### config.mk
export PLATFORM = sky130hd
export DESIGN_NAME = vga_timing_ctrl
export DESIGN_NICKNAME = d
export VERILOG_FILES = /design/src/rtl/vga_timing_pkg.sv /design/src/rtl/vga_seg_counter.sv /design/src/rtl/vga_timing_ctrl.sv
export SDC_FILE = /design/constraint.sdc
export NUM_CORES = 1
export LEC_CHECK = 0
export BUFFER_PORTS_ARGS = -buffer_cell sky130_fd_sc_hd__buf_2
export CAP_MARGIN = 0
export CORE_MARGIN = 10
export CORE_UTILIZATION = 54
export CTS_CLUSTER_SIZE = 14
export DETAILED_ROUTE_END_ITERATION = 8
export GPL_ROUTABILITY_DRIVEN = 0
export PLACE_DENSITY = 0.79
export REMOVE_ABC_BUFFERS = 1
export SKIP_LAST_GASP = 1
export SLEW_MARGIN = 20
export SYNTH_ARGS = -nofsm -noshare
export SYNTH_HDL_FRONTEND = slang
export SYNTH_SLANG_ARGS = --single-unit
### constraint.sdc
create_clock -name clk -period 6.99 [get_ports clk]
set_input_delay 1.398 -clock clk [delete_from_list [all_inputs] [get_ports clk]]
set_output_delay 1.398 -clock clk [all_outputs]
set_load 0.01 [all_outputs]
### src/rtl/vga_timing_pkg.sv
// Shared types and constants for the VGA timing generator: segment phases,
// default counter width and the colour-bar palette.
package vga_timing_pkg;

    typedef enum logic [1:0] {
        SYNC = 2'd0,
        BP   = 2'd1,
        ACT  = 2'd2,
        FP   = 2'd3
    } phase_t;

    localparam int CNT_W_DEF = 12;
    localparam int RGB_W     = 24;

    // Index 0 is the leftmost bar: white, yellow, cyan, green, magenta, red, blue, black.
    localparam logic [7:0][RGB_W-1:0] BAR_RGB = {
        24'h000000, 24'h0000FF, 24'hFF0000, 24'hFF00FF,
        24'h00FF00, 24'h00FFFF, 24'hFFFF00, 24'hFFFFFF
    };

    function automatic phase_t next_phase(input phase_t p);
        case (p)
            SYNC:    return BP;
            BP:      return ACT;
            ACT:     return FP;
            default: return SYNC;
        endcase
    endfunction

    function automatic bit seg_len_ok(input int len, input int w);
        return (len >= 1) && (w >= 1) && (w < 32) &&
               (longint'(len) < (longint'(1) << w));
    endfunction

endpackage

### src/rtl/vga_seg_counter.sv
// One timing axis: SYNC -> BP -> ACT -> FP phase machine with a per-segment
// counter that advances on step and wraps synchronously at the segment end.
module vga_seg_counter
    import vga_timing_pkg::*;
#(
    parameter int CNT_W = CNT_W_DEF
) (
    input  logic             clk,
    input  logic             rst_n,
    input  logic             step,
    input  logic [CNT_W-1:0] len_sync,
    input  logic [CNT_W-1:0] len_bp,
    input  logic [CNT_W-1:0] len_act,
    input  logic [CNT_W-1:0] len_fp,
    output phase_t           phase,
    output logic [CNT_W-1:0] count,
    output logic             last
);

    phase_t           state;
    phase_t           state_nxt;
    logic [CNT_W-1:0] seg_len;

    // NOTE: sequential state uses non-blocking assignments so every register
    // samples the pre-edge values of its neighbours.
    always_ff @(posedge clk or negedge rst_n) begin
        if (!rst_n) begin
            state <= SYNC;
            count <= '0;
        end else if (step) begin
            state <= state_nxt;
            count <= last ? '0 : count + CNT_W'(1);
        end
    end

    // NOTE: every combinational output gets a default first, so no path can
    // leave it unassigned and infer a latch.
    always_comb begin
        state_nxt = state;
        if (step && last)
            state_nxt = next_phase(state);
    end

    always_comb begin
        phase = state;
        case (state)
            SYNC:    seg_len = len_sync;
            BP:      seg_len = len_bp;
            ACT:     seg_len = len_act;
            default: seg_len = len_fp;
        endcase
        last = (count == seg_len - CNT_W'(1));
    end

endmodule

### src/rtl/vga_timing_ctrl.sv
// VGA/HDMI raster timing: registered hsync/vsync/de, active coordinates and
// line/frame strobes. Define VGA_TIMING_PATTERN_EN to add a colour-bar rgb output.
module vga_timing_ctrl
    import vga_timing_pkg::*;
#(
    parameter int H_SYNC = 96,
    parameter int H_BP   = 48,
    parameter int H_ACT  = 640,
    parameter int H_FP   = 16,
    parameter int V_SYNC = 2,
    parameter int V_BP   = 33,
    parameter int V_ACT  = 480,
    parameter int V_FP   = 10,
    parameter int HS_POL = 0,
    parameter int VS_POL = 0,
    parameter int CNT_W  = CNT_W_DEF
) (
    input  logic             clk,
    input  logic             rst_n,
    input  logic             en,
    output logic             hsync,
    output logic             vsync,
    output logic             de,
    output logic [CNT_W-1:0] x,
    output logic [CNT_W-1:0] y,
    output logic             line_start,
    output logic             frame_start
`ifdef VGA_TIMING_PATTERN_EN
    ,
    output logic [RGB_W-1:0] rgb
`endif
);

    localparam logic HS_ACT = (HS_POL != 0);
    localparam logic VS_ACT = (VS_POL != 0);

    generate
        if (!(seg_len_ok(H_SYNC, CNT_W) && seg_len_ok(H_BP, CNT_W) &&
              seg_len_ok(H_ACT, CNT_W)  && seg_len_ok(H_FP, CNT_W) &&
              seg_len_ok(V_SYNC, CNT_W) && seg_len_ok(V_BP, CNT_W) &&
              seg_len_ok(V_ACT, CNT_W)  && seg_len_ok(V_FP, CNT_W))) begin : g_bad_param
            $error("vga_timing_ctrl: segment length is zero or does not fit CNT_W");
        end
    endgenerate

    phase_t           h_phase;
    phase_t           v_phase;
    logic [CNT_W-1:0] h_count;
    logic [CNT_W-1:0] v_count;
    logic             h_last;
    logic             v_last_unused;  // frame edges come from V phase/count instead
    logic             v_step;
    logic             sol;

    assign v_step = en && h_last && (h_phase == FP);
    assign sol    = (h_phase == SYNC) && (h_count == '0);

    vga_seg_counter #(.CNT_W(CNT_W)) u_h_cnt (
        .clk      (clk),
        .rst_n    (rst_n),
        .step     (en),
        .len_sync (CNT_W'(H_SYNC)),
        .len_bp   (CNT_W'(H_BP)),
        .len_act  (CNT_W'(H_ACT)),
        .len_fp   (CNT_W'(H_FP)),
        .phase    (h_phase),
        .count    (h_count),
        .last     (h_last)
    );

    vga_seg_counter #(.CNT_W(CNT_W)) u_v_cnt (
        .clk      (clk),
        .rst_n    (rst_n),
        .step     (v_step),
        .len_sync (CNT_W'(V_SYNC)),
        .len_bp   (CNT_W'(V_BP)),
        .len_act  (CNT_W'(V_ACT)),
        .len_fp   (CNT_W'(V_FP)),
        .phase    (v_phase),
        .count    (v_count),
        .last     (v_last_unused)
    );

`ifdef VGA_TIMING_PATTERN_EN
    // Bars are H_ACT/8 wide; anything past bar 6 (including all of a line
    // narrower than 8 pixels) falls into the last bar.
    localparam int               BAR_W     = H_ACT / 8;
    localparam logic [CNT_W-1:0] BAR_DIV_C = CNT_W'((BAR_W > 0) ? BAR_W : 1);

    logic [CNT_W-1:0] bar_q;
    logic [2:0]       bar_idx;

    always_comb begin
        bar_q   = h_count / BAR_DIV_C;
        bar_idx = 3'd7;
        if (BAR_W > 0 && bar_q < CNT_W'(7))
            bar_idx = bar_q[2:0];
    end
`endif

    // Strobes are cleared on every clk edge without en so they stay one clk wide.
    always_ff @(posedge clk or negedge rst_n) begin
        if (!rst_n) begin
            hsync       <= ~HS_ACT;
            vsync       <= ~VS_ACT;
            de          <= 1'b0;
            x           <= '0;
            y           <= '0;
            line_start  <= 1'b0;
            frame_start <= 1'b0;
`ifdef VGA_TIMING_PATTERN_EN
            rgb         <= '0;
`endif
        end else begin
            line_start  <= en && sol;
            frame_start <= en && sol && (v_phase == SYNC) && (v_count == '0);
            if (en) begin
                hsync <= (h_phase == SYNC) ? HS_ACT : ~HS_ACT;
                vsync <= (v_phase == SYNC) ? VS_ACT : ~VS_ACT;
                de    <= (h_phase == ACT) && (v_phase == ACT);
                x     <= (h_phase == ACT) ? h_count : '0;
                y     <= (v_phase == ACT) ? v_count : '0;
`ifdef VGA_TIMING_PATTERN_EN
                rgb   <= ((h_phase == ACT) && (v_phase == ACT)) ? BAR_RGB[bar_idx] : '0;
`endif
            end
        end
    end

endmodule

Yosys cells after proc, flatten, opt, wreduce, memory -nomap -nowiden
Cells that the tools add are included.

word-level totals
  register bits after elaboration = 57
  bits of input ports = 3
  logic and storage cells = 46

cells by class
  add/subtract/negate cells = 4
  equality and inequality tests = 7
  mux-type cells = 10
  reduce and logical (&&, ||, !) cells = 14

operators with widths
  cell                                                 count
  2-to-1 mux 12 bit                                    4
  case mux 10 bit (3 select lines)                     1
  case mux 9 bit (3 select lines)                      1
  adder 12 x 1 -> 12 bit (second input constant)       2
  == test 12 bit                                       2
  logical NOT 12 bit                                   2
  case mux 2 bit (3 select lines)                      2
  subtractor 10 x 1 -> 11 bit (second input constant)  1
  subtractor 9 x 1 -> 10 bit (second input constant)   1
  logical AND 1 bit                                    8
  == test 2 bit (second input constant)                3
  == test 2 x 1 -> 1 bit (second input constant)       2
  logical NOT 2 bit                                    2
  AND reduction 2 bit                                  2
  2-to-1 mux 1 bit                                     2

Longest topological paths before layout
Gate-level depths: netlist (run 1).

  depth in word-level cells = 8
  mapped depth = 10
  gate-level depth less buffers = 8

Cells and area by module
A second synthesis (run 1) with hierarchy kept.

second synthesis, totals
  cells, all modules = 439
  area total of the unflattened synthesis = 4113.9 µm²

modules (own cells, without submodules)
  module           times used  cells each  area an instance (µm²)
  vga_seg_counter  2           178         1503.9
  vga_timing_ctrl  1           83          1106.1

Worst setup path before layout (run 1)
OpenSTA, ideal clock, no wires.

  path type = reg-to-reg
  from = reg u_v_cnt.state[0] (netlist: u_v_cnt.phase[0])
  to = reg u_v_cnt.count[3]
  setup time = 0.132 ns
  arrival = 2.300 ns
  data required time = 6.858 ns
  slack = 4.558 ns
  stages on the path, launching flop included = 10
  path buffers = 1
  clock period less this slack = 2.432 ns
  path through = dfrtp_1 -> inv_1 -> ha_1 -> ha_1 -> or3_1 -> nor4_1 -> and3_1 -> buf_2 -> a2bb2oi_1 -> o31ai_2

between the ends
  longest elaborated chain between the ends = 5
  elaborated cells between the ends (all ways) = 7
  classes of those cells = add/sub: 1; eq/ne: 3; mux: 2; reduce/logical: 1

ends and longest elaborated chain
  what                                   RTL line               RTL
  from (decl)                            vga_seg_counter.sv:20  phase_t state;
  from (signal assigned)                 vga_seg_counter.sv:31  state <= state_nxt;
  == test 2 bit (tied with other cells)  vga_seg_counter.sv:46  case (state)
  case mux 9 bit (3 select lines) (*)    vga_seg_counter.sv:46
  subtractor 9 x 1 -> 10 bit (*)         vga_seg_counter.sv:52  last = (count == seg_len - CNT_W'(1));
  == test 12 bit (*)                     vga_seg_counter.sv:52
  2-to-1 mux 12 bit (*)                  vga_seg_counter.sv:32  count <= last ? '0 : count + CNT_W'(1);
  to (signal assigned)                   vga_seg_counter.sv:32
  to (decl)                              vga_seg_counter.sv:16  output logic [CNT_W-1:0] count,

Every way passes the cells marked *; elsewhere a longest branch is shown, timed or not.
A chain may end at the register's enable or synchronous reset.

Final worst setup path (run 1)
  from = reg u_h_cnt.state[0] (netlist: u_h_cnt.phase[0])
  to = reg u_v_cnt.state[1] (netlist: u_v_cnt.phase[1])

between the ends
  longest elaborated chain between the ends = 8
  elaborated cells between the ends (all ways) = 11
  classes of those cells = add/sub: 1; eq/ne: 4; mux: 1; reduce/logical: 5

ends and longest elaborated chain
  what                                   RTL line               RTL
  from (decl)                            vga_seg_counter.sv:20
  from (signal assigned)                 vga_seg_counter.sv:31
  == test 2 bit (tied with other cells)  vga_seg_counter.sv:46
  case mux 10 bit (3 select lines)       vga_seg_counter.sv:46
  subtractor 10 x 1 -> 11 bit            vga_seg_counter.sv:52
  == test 12 bit                         vga_seg_counter.sv:52
  logical AND 1 bit                      vga_timing_ctrl.sv:55  assign v_step = en && h_last && (h_phase == FP);
  logical AND 1 bit (*)                  vga_timing_ctrl.sv:55
  logical AND 1 bit                      vga_seg_counter.sv:40  if (step && last)
  AND reduction 2 bit (no line) (*)      n/a

Marked as above.

==> out/qor.yml, run 1 <==
outcome:
  status: "finished clean"
sta:
  finalClockSkew_ns: 0.005307
  period_minus_slack_ns: 3.354
  fmax_mhz: 298.2
  relSlewSlack_pct: 52.57
  finalCritPeriodShare_pct: 47.98
  rsz0062_at_grt: "no"
  hold_viol_final: 0
  worst_slew_pin_slew_ns: 0.7114
  setup_violations: 0
  setup_tns_ns: 0
  slew_violations: 0
yosys:
  seq_area_frac_synth_pct: 47.48
  synth_top_area_share_pct: 45.74
  syn_area_sq_mm: 0.003009
  ys_warn_count: 0
  ys_ff_latch: 57
  synth.avg_cell_area_sq_um: 9.964
  synthTopCellsByArea: "dfrtp_1, ha_1, nand3_1"
  synth_cell_types: 45
  synth_edf_count: 0
  synth_flop_cell: "dfrtp_1"
  postSynth.asyncResetShare_pct: 100.0
  post-synth-top-area-cell: "dfrtp_1"
  syn-instance-count: 302
clock_network:
  ctsResizeCount: 0
  postCtsSetupRepairBufs: 0
  insertion_delay_ns: 0.34
  clk_path_buf_depth: 2
  clk_pin_slew_ns: 0.07
  cts_tree: "yes"
  cts_sinks: 57
  cts_buffers: 9
  h-tree-depth: 3
  hold_buffers: 0
  root_buffer: "clkbuf_8"
power_and_ir_drop:
  irDropWorstVdd_uv: 159.6
  switching_share_pct: 24.75
  total_power_mw: 0.8417
  p_sw_mw: 0.2083
  clkPwrFrac_pct: 44.7
  p_leak_nw: 1.713
  p_int_mw: 0.6334
  combinationalPowerShare_pct: 9.0
  pwr_density_cell_mw_per_mm2: 247.1
  seqPwrFrac_pct: 46.3
cells_and_area:
  most-common-layout-cells: "dfrtp_1, inv_1, nand3_1"
  fin_cells: 402
  layout_commonest_cell: "dfrtp_1"
  final_net_count: 346
  drive_above_1_share_pct: 19.09
  syn_to_final_growth_pct: 13.22
  n_antenna_cell: 0
grt:
  grt_pass1_vias: 2168
  antenna_found_initial: 0
  grt_usage_pct: 14.00
  grt_first_pass_wirelength_um: 10030
  grt_max_degree: 59
  grt_overflow: 0
floorplanning:
  die_w_um: 94.65
  num_rows: 27
  die_y_um: 94.65
  io_pins: 32
  dieArea_sq_mm: 0.008959
  core_sq_mm: 0.005473
  initial_core_util_pct: 54.98
critical_path:
  critical_path.endpoint_type: "register"
  startpoint: "u_h_cnt.phase[0]"
  crit_end: "u_v_cnt.phase[1]"
  cp-start-kind: "register"
  r2r-end: "u_v_cnt.phase[1]"
  critPathArrivalTime_ns: 3.58
  reg2regPathDepth: 7
  crit_type: "register to register"
  cp_data_required_time_ns: 7.22
  r2r_slack_ns: 3.64
  path_max_fanout: 15
  worstReg2RegStart: "u_h_cnt.phase[0]"
detailed_routing:
  drc: 0
  viasPerCell: 5.396
  wl_um: 5776
  drtIter0Drc: 152
  vias: 2169
  wl_per_cell_um: 14.37
  firstDrtPassIters: 4
  drtAntennaViolNets: 0
worst_hold_path:
  min_from: "hsync"
  hold_class: "register to register"
place:
  dp.final_hpwl_um: 3905
  io_buffers: 31
  placed_cells: 386
flow_run:
  maxCapViolations: 0
critical path, stage by stage (launching register included):
cell	delay, ns
dfrtp_1	0.42
inv_1	0.12
ha_1	0.53
xor3_1	0.56
a2111oi_4	0.38
nand4_1	0.50
nor2_1	0.36
mux2_2	0.37
routing by layer:
layer / global-route usage, % / vias up / share of wire (%)
met5: 0 / - / 0
met2: 22.20 / 42 / 48
met4: 6.484 / 0 / 1.8
li1: - / 1066 / -
met1: 16.92 / 1052 / 45
met3: 4.600 / 9 / 5.4
power by group through the flow:
| stage | clock network (mW) | logic [mW] | registers [mW] |
|---|---|---|---|
| after detailed placement | 0 | 0.0777 | 0.396 |
| after floorplan | 0 | 0.0391 | 0.395 |
| after global routing | 0.397 | 0.0877 | 0.397 |
| after CTS | 0.382 | 0.0782 | 0.390 |
| final | 0.376 | 0.0757 | 0.390 |
| after global placement | 0 | 0.0758 | 0.395 |
area by class of cell:
type                    count  area, sq um
fillers                   459         2066
inverters                  32        120.1
repair buffers             33        170.2
clock inverters             6        105.1
flip-flops and latches     57         1429
multi-input cells         192         1355
well taps                  72        90.09
clock buffers              10        137.6
cells in the mapped netlist (2+ instances only):
master     count
dfrtp_1       55
inv_1         32
nand3_1       32
o21ai_0       25
nand2_1       22
ha_1          18
nor2_1        16
clkbuf_1      10
xor2_1         9
and3_1         8
xnor2_1        7
a2bb2oi_1      6
o31ai_1        6
mux2_2         5
buf_1          4
mux2i_1        4
nand4_1        4
nor4_1         4
buf_2          3
or3_1          3
and4_1         2
buf_4          2
buf_6          2
dfstp_2        2
stage by stage:
step,util (%),cell area (sq um),hold WS (ns),worst slack (ns)
finish,62.25,3407,0.4644,3.636
global route,62.25,3407,0.4861,3.377
CTS,62.25,3407,0.4723,3.655
detailed placement,57.82,3164,0.4585,3.652
global placement,57.82,3164,0.4532,3.716
floorplan,-,2904,0.4595,4.158
flip-flops by register name (all words and copies together) (netlist names):
signal	flops
de	1
frame_start	1
hsync	1
line_start	1
u_h_cnt.count	12
u_h_cnt.phase	2
u_v_cnt.count	12
u_v_cnt.phase	2
vsync	1
x	12
y	12
cell families after synthesis:
kind of cell | after synthesis | share of synthesized area (%)
AOI/OAI and AO/OA | 46 | 10.48
xor gates and xnor gates | 17 | 5.447
adders and majority gates | 18 | 7.485
buffers and inverters | 53 | 7.484
DFF | 57 | 47.48
muxes | 9 | 3.202
and+or+nand+nor | 102 | 18.42
how the worst min path moves through the flow:
stage               depth (start not counted)           endpoint  slack, ns
global route                                2              hsync       0.49
global placement                            2              hsync       0.45
CTS                                         2              hsync       0.47
detailed placement                          2              vsync       0.46
finish                                      2              hsync       0.46
floorplan                                   1  u_v_cnt.count[11]       0.46
No activity file was read; power rests on OpenSTA's default activity.
==> run 2: changes to the inputs <==
- CORE_UTILIZATION: 54 -> 53
- PLACE_DENSITY: 0.79 -> 0.81
- clock period: 6.99 -> 2.93 ns (I/O delays scaled with it)
==> out/qor.yml, run 2 (synthesis results as in run 1) <==
power_and_ir_drop:
  p_leak_nw: 1.712  # was 1.713 nW
  switching_share_pct: 25.80  # was 24.75%
  seqPwrFrac_pct: 49.7  # was 46.3%
  pwr_density_cell_mw_per_mm2: 550.4  # was 247.1 mW/mm^2
  p_int_mw: 1.390  # was 0.6334 mW
  irDropWorstVdd_uv: 302.3  # was 159.6 uV
  clkPwrFrac_pct: 40.6  # was 44.7%
  p_sw_mw: 0.4833  # was 0.2083 mW
  total_power_mw: 1.873  # was 0.8417 mW
  combinationalPowerShare_pct: 9.7  # was 9.0%
critical_path:
  critPathArrivalTime_ns: 2.92  # was 3.58 ns
  crit_type: "register to register"  # unchanged
  r2r_slack_ns: 0.24  # was 3.64 ns
  worstReg2RegStart: "u_v_cnt.phase[0]"  # was u_h_cnt.phase[0]
  cp_data_required_time_ns: 3.16  # was 7.22 ns
  reg2regPathDepth: 8  # was 7
  path_max_fanout: 6  # was 15
  r2r-end: "u_v_cnt.phase[1]"  # unchanged
  cp-start-kind: "register"  # unchanged
  critical_path.endpoint_type: "register"  # unchanged
sta:
  fmax_mhz: 372.2  # was 298.2 MHz
  finalClockSkew_ns: 0.01140  # was 0.005307 ns
  period_minus_slack_ns: 2.687  # was 3.354 ns
  relSlewSlack_pct: 53.30  # was 52.57%
  setup_tns_ns: 0  # unchanged
  setup_violations: 0  # unchanged
  worst_slew_pin_slew_ns: 0.7004  # was 0.7114 ns
  rsz0062_at_grt: "no"  # unchanged
  finalCritPeriodShare_pct: 91.71  # was 47.98%
  hold_viol_final: 0  # unchanged
  slew_violations: 0  # unchanged
cells_and_area:
  final_net_count: 350  # was 346
  layout_commonest_cell: "dfrtp_1"  # unchanged
  syn_to_final_growth_pct: 13.10  # was 13.22%
  drive_above_1_share_pct: 19.76  # was 19.09%
  most-common-layout-cells: "dfrtp_1, inv_1, nand3_1"  # unchanged
  nFillCells: 467  # was 459
  n_antenna_cell: 0  # unchanged
grt:
  grt_overflow: 0  # unchanged
  grt_usage_pct: 14.21  # was 14.00%
  antenna_found_initial: 0  # unchanged
  grt_first_pass_wirelength_um: 10120  # was 10030 um
  grt_max_degree: 58  # was 59
  grt_pass1_vias: 2160  # was 2168
floorplanning:
  dieArea_sq_mm: 0.009092  # was 0.008959 sq mm
  die_y_um: 95.35  # was 94.65 um
  io_pins: 32  # unchanged
  num_rows: 27  # unchanged
  initial_core_util_pct: 54.65  # was 54.98%
  core_sq_mm: 0.005507  # was 0.005473 sq mm
  die_w_um: 95.35  # was 94.65 um
clock_network:
  clk_pin_slew_ns: 0.07  # about the same
  hold_buffers: 0  # unchanged
  cts_tree: "yes"  # unchanged
  insertion_delay_ns: 0.35  # was 0.34 ns
  h-tree-depth: 3  # unchanged
  cts_sinks: 57  # unchanged
  cts_buffers: 9  # unchanged
  root_buffer: "clkbuf_8"  # unchanged
  clk_path_buf_depth: 2  # unchanged
detailed_routing:
  wl_um: 5838  # was 5776 um
  drtIter0Drc: 127  # was 152
  vias: 2214  # was 2169
  drc: 0  # unchanged
  viasPerCell: 5.453  # was 5.396
  wl_per_cell_um: 14.38  # was 14.37 um
  firstDrtPassIters: 4  # unchanged
  drtAntennaViolNets: 0  # unchanged
place:
  dp.final_hpwl_um: 4015  # was 3905 um
  io_buffers: 31  # unchanged
outcome:
  status: "finished clean"  # unchanged
flow_run:
  maxCapViolations: 0  # unchanged
worst_hold_path:
  hold_class: "input port to asynchronous set/reset pin"  # was register to register
[run 2: changes by cell type in the layout (fill, tap and decap cells not counted)]
cell       change
and3_1         -1
clkbuf_1       +2
and3_2         +1
bufinv_16      -2
clkinv_2       -2
clkbuf_8       +2
buf_4          +4
[run 2: layout make-up]
class                      count  area (sq um)  area share [%]
sequential                    57          1429           41.99
multi-input combinational    192          1356           39.85
timing repair buffer          37         200.2           5.882
clock buffer                  14         172.7           5.074
inverter                      32         120.1           3.529
tap                           72         90.09           2.647
clock inverter                 2         35.03           1.029
[run 2: worst max-delay path by stage]
stage | cells after the start | startpoint | slack, ns | endpoint
after floorplan | 7 | u_h_cnt.phase[0] | 0.1 | u_v_cnt.phase[1]
after global routing | 8 | u_v_cnt.phase[0] | 0.06 | u_v_cnt.count[3]
after global placement | 8 | u_v_cnt.phase[0] | 0.34 | u_v_cnt.count[3]
after detailed placement | 8 | u_v_cnt.phase[0] | 0.21 | u_v_cnt.count[3]
final | 8 | u_v_cnt.phase[0] | 0.24 | u_v_cnt.phase[1]
after CTS | 8 | u_v_cnt.phase[0] | 0.19 | u_v_cnt.count[3]
[run 2: worst max-delay path, stage by stage, from the launching register on]
cell,delay (ns)
dfrtp_1,0.41
inv_1,0.15
ha_1,0.30
ha_1,0.26
or3_1,0.37
nor4_1,0.36
nand3_1,0.12
nor2_1,0.24
mux2_2,0.36
[run 2: per-layer routing]
layer	track usage [%]	vias to the layer above	routed length (um)	part of all wire, %
met5	0	-	0	0
met4	6.484	0	83	1.4
met3	6.049	8	419	7.2
met2	21.76	54	2766	47
met1	17.01	1071	2568	44
li1	-	1081	-	-
[run 2: what timing repair did]
item,in CTS,in global routing
endpoints found under the setup margin,0,3
resized for setup,0,1
setup buffers,0,0
[run 2: through the flow]
stage	util [%]	hold slack, ns	setup WS (ns)	area, sq um	instances
6_report	61.80	0.3663	0.2430	3403	406
3_5_place_dp	58.01	0.4561	0.2123	3194	390
3_3_place_gp	58.01	0.4513	0.3417	3194	390
5_1_grt	61.80	0.4302	0.06146	3403	406
4_1_cts	61.78	0.3977	0.1917	3402	406
2_1_floorplan	-	0.2904	0.09771	2904	281
[run 2: power by group through the flow]
stage          Clock (mW)  Sequential [mW]  Combinational (mW)
6_report            0.761            0.931               0.182
5_1_grt             0.814            0.947               0.210
4_1_cts             0.768            0.930               0.187
3_5_place_dp            0            0.945               0.184
3_3_place_gp            0            0.942               0.179
2_1_floorplan           0            0.942              0.0933
==> run 3: changes to the inputs <==
- CORE_UTILIZATION: 53 -> 54
- PLACE_DENSITY: 0.81 -> 0.79
- clock period: 2.93 -> 3.16 ns (I/O delays scaled with it)
==> out/qor.yml, run 3 (synthesis results as in run 1) <==
clock_network:
  h-tree-depth: 3  # unchanged
  cts_buffers: 9  # unchanged
  hold_buffers: 0  # unchanged
  postCtsSetupRepairBufs: 0  # unchanged
  clk_pin_slew_ns: 0.07  # about the same
  ctsResizeCount: 0  # unchanged
  insertion_delay_ns: 0.34  # was 0.35 ns
  root_buffer: "clkbuf_8"  # unchanged
  clk_path_buf_depth: 2  # unchanged
  cts_tree: "yes"  # unchanged
  cts_sinks: 57  # unchanged
sta:
  slew_violations: 0  # unchanged
  fin_ws_ns: 0.4054  # was 0.2430 ns
  finalCritPeriodShare_pct: 87.17  # was 91.71%
  worst_slew_pin_slew_ns: 0.4611  # was 0.7004 ns
  setup_tns_ns: 0  # unchanged
  fmax_mhz: 363.0  # was 372.2 MHz
  rsz0062_at_grt: "no"  # unchanged
  finalClockSkew_ns: 0.009023  # was 0.01140 ns
  relSlewSlack_pct: 69.26  # was 53.30%
  period_minus_slack_ns: 2.755  # was 2.687 ns
  setup_violations: 0  # unchanged
  hold_viol_final: 0  # unchanged
place:
  dp.final_hpwl_um: 4188  # was 4015 um
  postPlaceCellArea_sq_mm: 0.003194  # unchanged
  io_buffers: 31  # unchanged
  placed_cells: 390  # unchanged
  place_ws_ns: 0.4121  # was 0.2123 ns
critical_path:
  critPathArrivalTime_ns: 2.98  # was 2.92 ns
  path_cells: "inv_1 > ha_1 > xor3_1 > a2111oi_4 > and2b_1 > nand3b_4 > o31ai_1"  # was inv_1 > ha_1 > ha_1 > or3_1 > nor4_1 > nand3_1 > nor2_1 > mux2_2
  critical_path.endpoint_type: "register"  # unchanged
  critical_path.top_delay_family: "compound AO/OA/AOI/OAI gates"  # was simple AND/OR/NAND/NOR gates
  cp_data_required_time_ns: 3.38  # was 3.16 ns
  path_max_fanout: 9  # was 6
  crit_type: "register to register"  # unchanged
  cp-start-kind: "register"  # unchanged
  cpPeakStageDelay_ns: 0.54  # was 0.41 ns
  critical-path-slowest-cell: "xor3_1"  # was dfrtp_1
  crit_buf_inv: 1  # unchanged
detailed_routing:
  vias: 2156  # was 2214
  wl_um: 5768  # was 5838 um
  drtIter0Drc: 139  # was 127
  firstDrtPassIters: 4  # unchanged
  wl_per_cell_um: 14.21  # was 14.38 um
  drtAntennaViolNets: 0  # unchanged
  drc: 0  # unchanged
  viasPerCell: 5.310  # was 5.453
floorplanning:
  die_y_um: 94.65  # was 95.35 um
  initial_core_util_pct: 54.98  # was 54.65%
  die_w_um: 94.65  # was 95.35 um
  core_sq_mm: 0.005473  # was 0.005507 sq mm
  dieArea_sq_mm: 0.008959  # was 0.009092 sq mm
  num_rows: 27  # unchanged
  io_pins: 32  # unchanged
outcome:
  status: "finished clean"  # unchanged
grt:
  grt_usage_pct: 14.01  # was 14.21%
  antenna_found_initial: 0  # unchanged
  grt_pass1_vias: 2091  # was 2160
  grt_first_pass_wirelength_um: 9977  # was 10120 um
  grt_max_degree: 38  # was 58
  grt_overflow: 0  # unchanged
cells_and_area:
  final_net_count: 350  # unchanged
  syn_to_final_growth_pct: 11.93  # was 13.10%
  final_core_util_pct: 61.55  # was 61.80%
  most-common-layout-cells: "dfrtp_1, inv_1, nand3_1"  # unchanged
  layout_commonest_cell: "dfrtp_1"  # unchanged
  final_area_sq_mm: 0.003368  # was 0.003403 sq mm
  drive_above_1_share_pct: 19.46  # was 19.76%
  n_antenna_cell: 0  # unchanged
  fin_cells: 406  # unchanged
power_and_ir_drop:
  p_leak_nw: 1.699  # was 1.712 nW
  pwr_density_cell_mw_per_mm2: 484.0  # was 550.4 mW/mm^2
  irDropWorstVdd_uv: 285.4  # was 302.3 uV
worst_hold_path:
  hold_class: "input port to asynchronous set/reset pin"  # unchanged
flow_run:
  maxCapViolations: 0  # unchanged
-- run 3: cell count changes in the layout (fill, tap and decap cells not counted) --
cell       previous run  this run
clkbuf_8             12        11
clkinv_2              1         3
and3_2                1         0
and3_1                7         8
bufinv_16             1         0
-- run 3: area by class of cell --
| type | count | area, sq um |
|---|---|---|
| Clock buffer | 13 | 158.9 |
| Clock inverter | 3 | 15.01 |
| Fill cell | 497 | 2105 |
| Inverter | 32 | 120.1 |
| Multi-Input combinational cell | 192 | 1355 |
| Sequential cell | 57 | 1429 |
| Tap cell | 72 | 90.09 |
| Timing Repair Buffer | 37 | 200.2 |
-- run 3: final timing paths --
check	cells after the start	to	slack, ns	start
setup / recovery	7	u_v_cnt.count[6]	0.41	u_h_cnt.phase[0]
hold / removal	1	x[2]	0.23	rst_n
setup reg to reg	7	u_v_cnt.count[6]	0.41	u_h_cnt.phase[0]
hold reg to reg	2	hsync	0.47	hsync
max in group asynchronous	2	u_v_cnt.count[5]	2.11	rst_n
min in group clk	2	hsync	0.47	hsync
-- run 3: worst register-to-register path, cell delays in order, from the launching register on --
cell       delay (ns)
dfrtp_1          0.42
inv_1            0.12
ha_1             0.39
xor3_1           0.54
a2111oi_4        0.39
and2b_1          0.34
nand3b_4         0.17
o31ai_1          0.27
-- run 3: through the flow --
| step | power [mW] | hold WS, ns |
|---|---|---|
| finish | 1.630 | 0.2327 |
| global route | 1.715 | 0.2748 |
| CTS | 1.646 | 0.2531 |
| detailed placement | 1.048 | 0.4638 |
| global placement | 1.039 | 0.4534 |
| floorplan | 0.9604 | 0.3364 |
-- run 3: report_power, final --
group,switching [mW],total [mW],internal [mW]
Combinational,0.0944,0.165,0.0707
Sequential,0.0754,0.865,0.790
Clock,0.277,0.600,0.323
Total,0.446,1.63,1.18
-- run 3: routing by layer --
metal / global-route usage (%) / vias up / part of all wire, %
met2: 20.88 / 46 / 46
met1: 17.86 / 1014 / 45
met3: 3.727 / 14 / 6.3
li1: - / 1082 / -
met4: 8.354 / 0 / 2.6
met5: 0 / - / 0
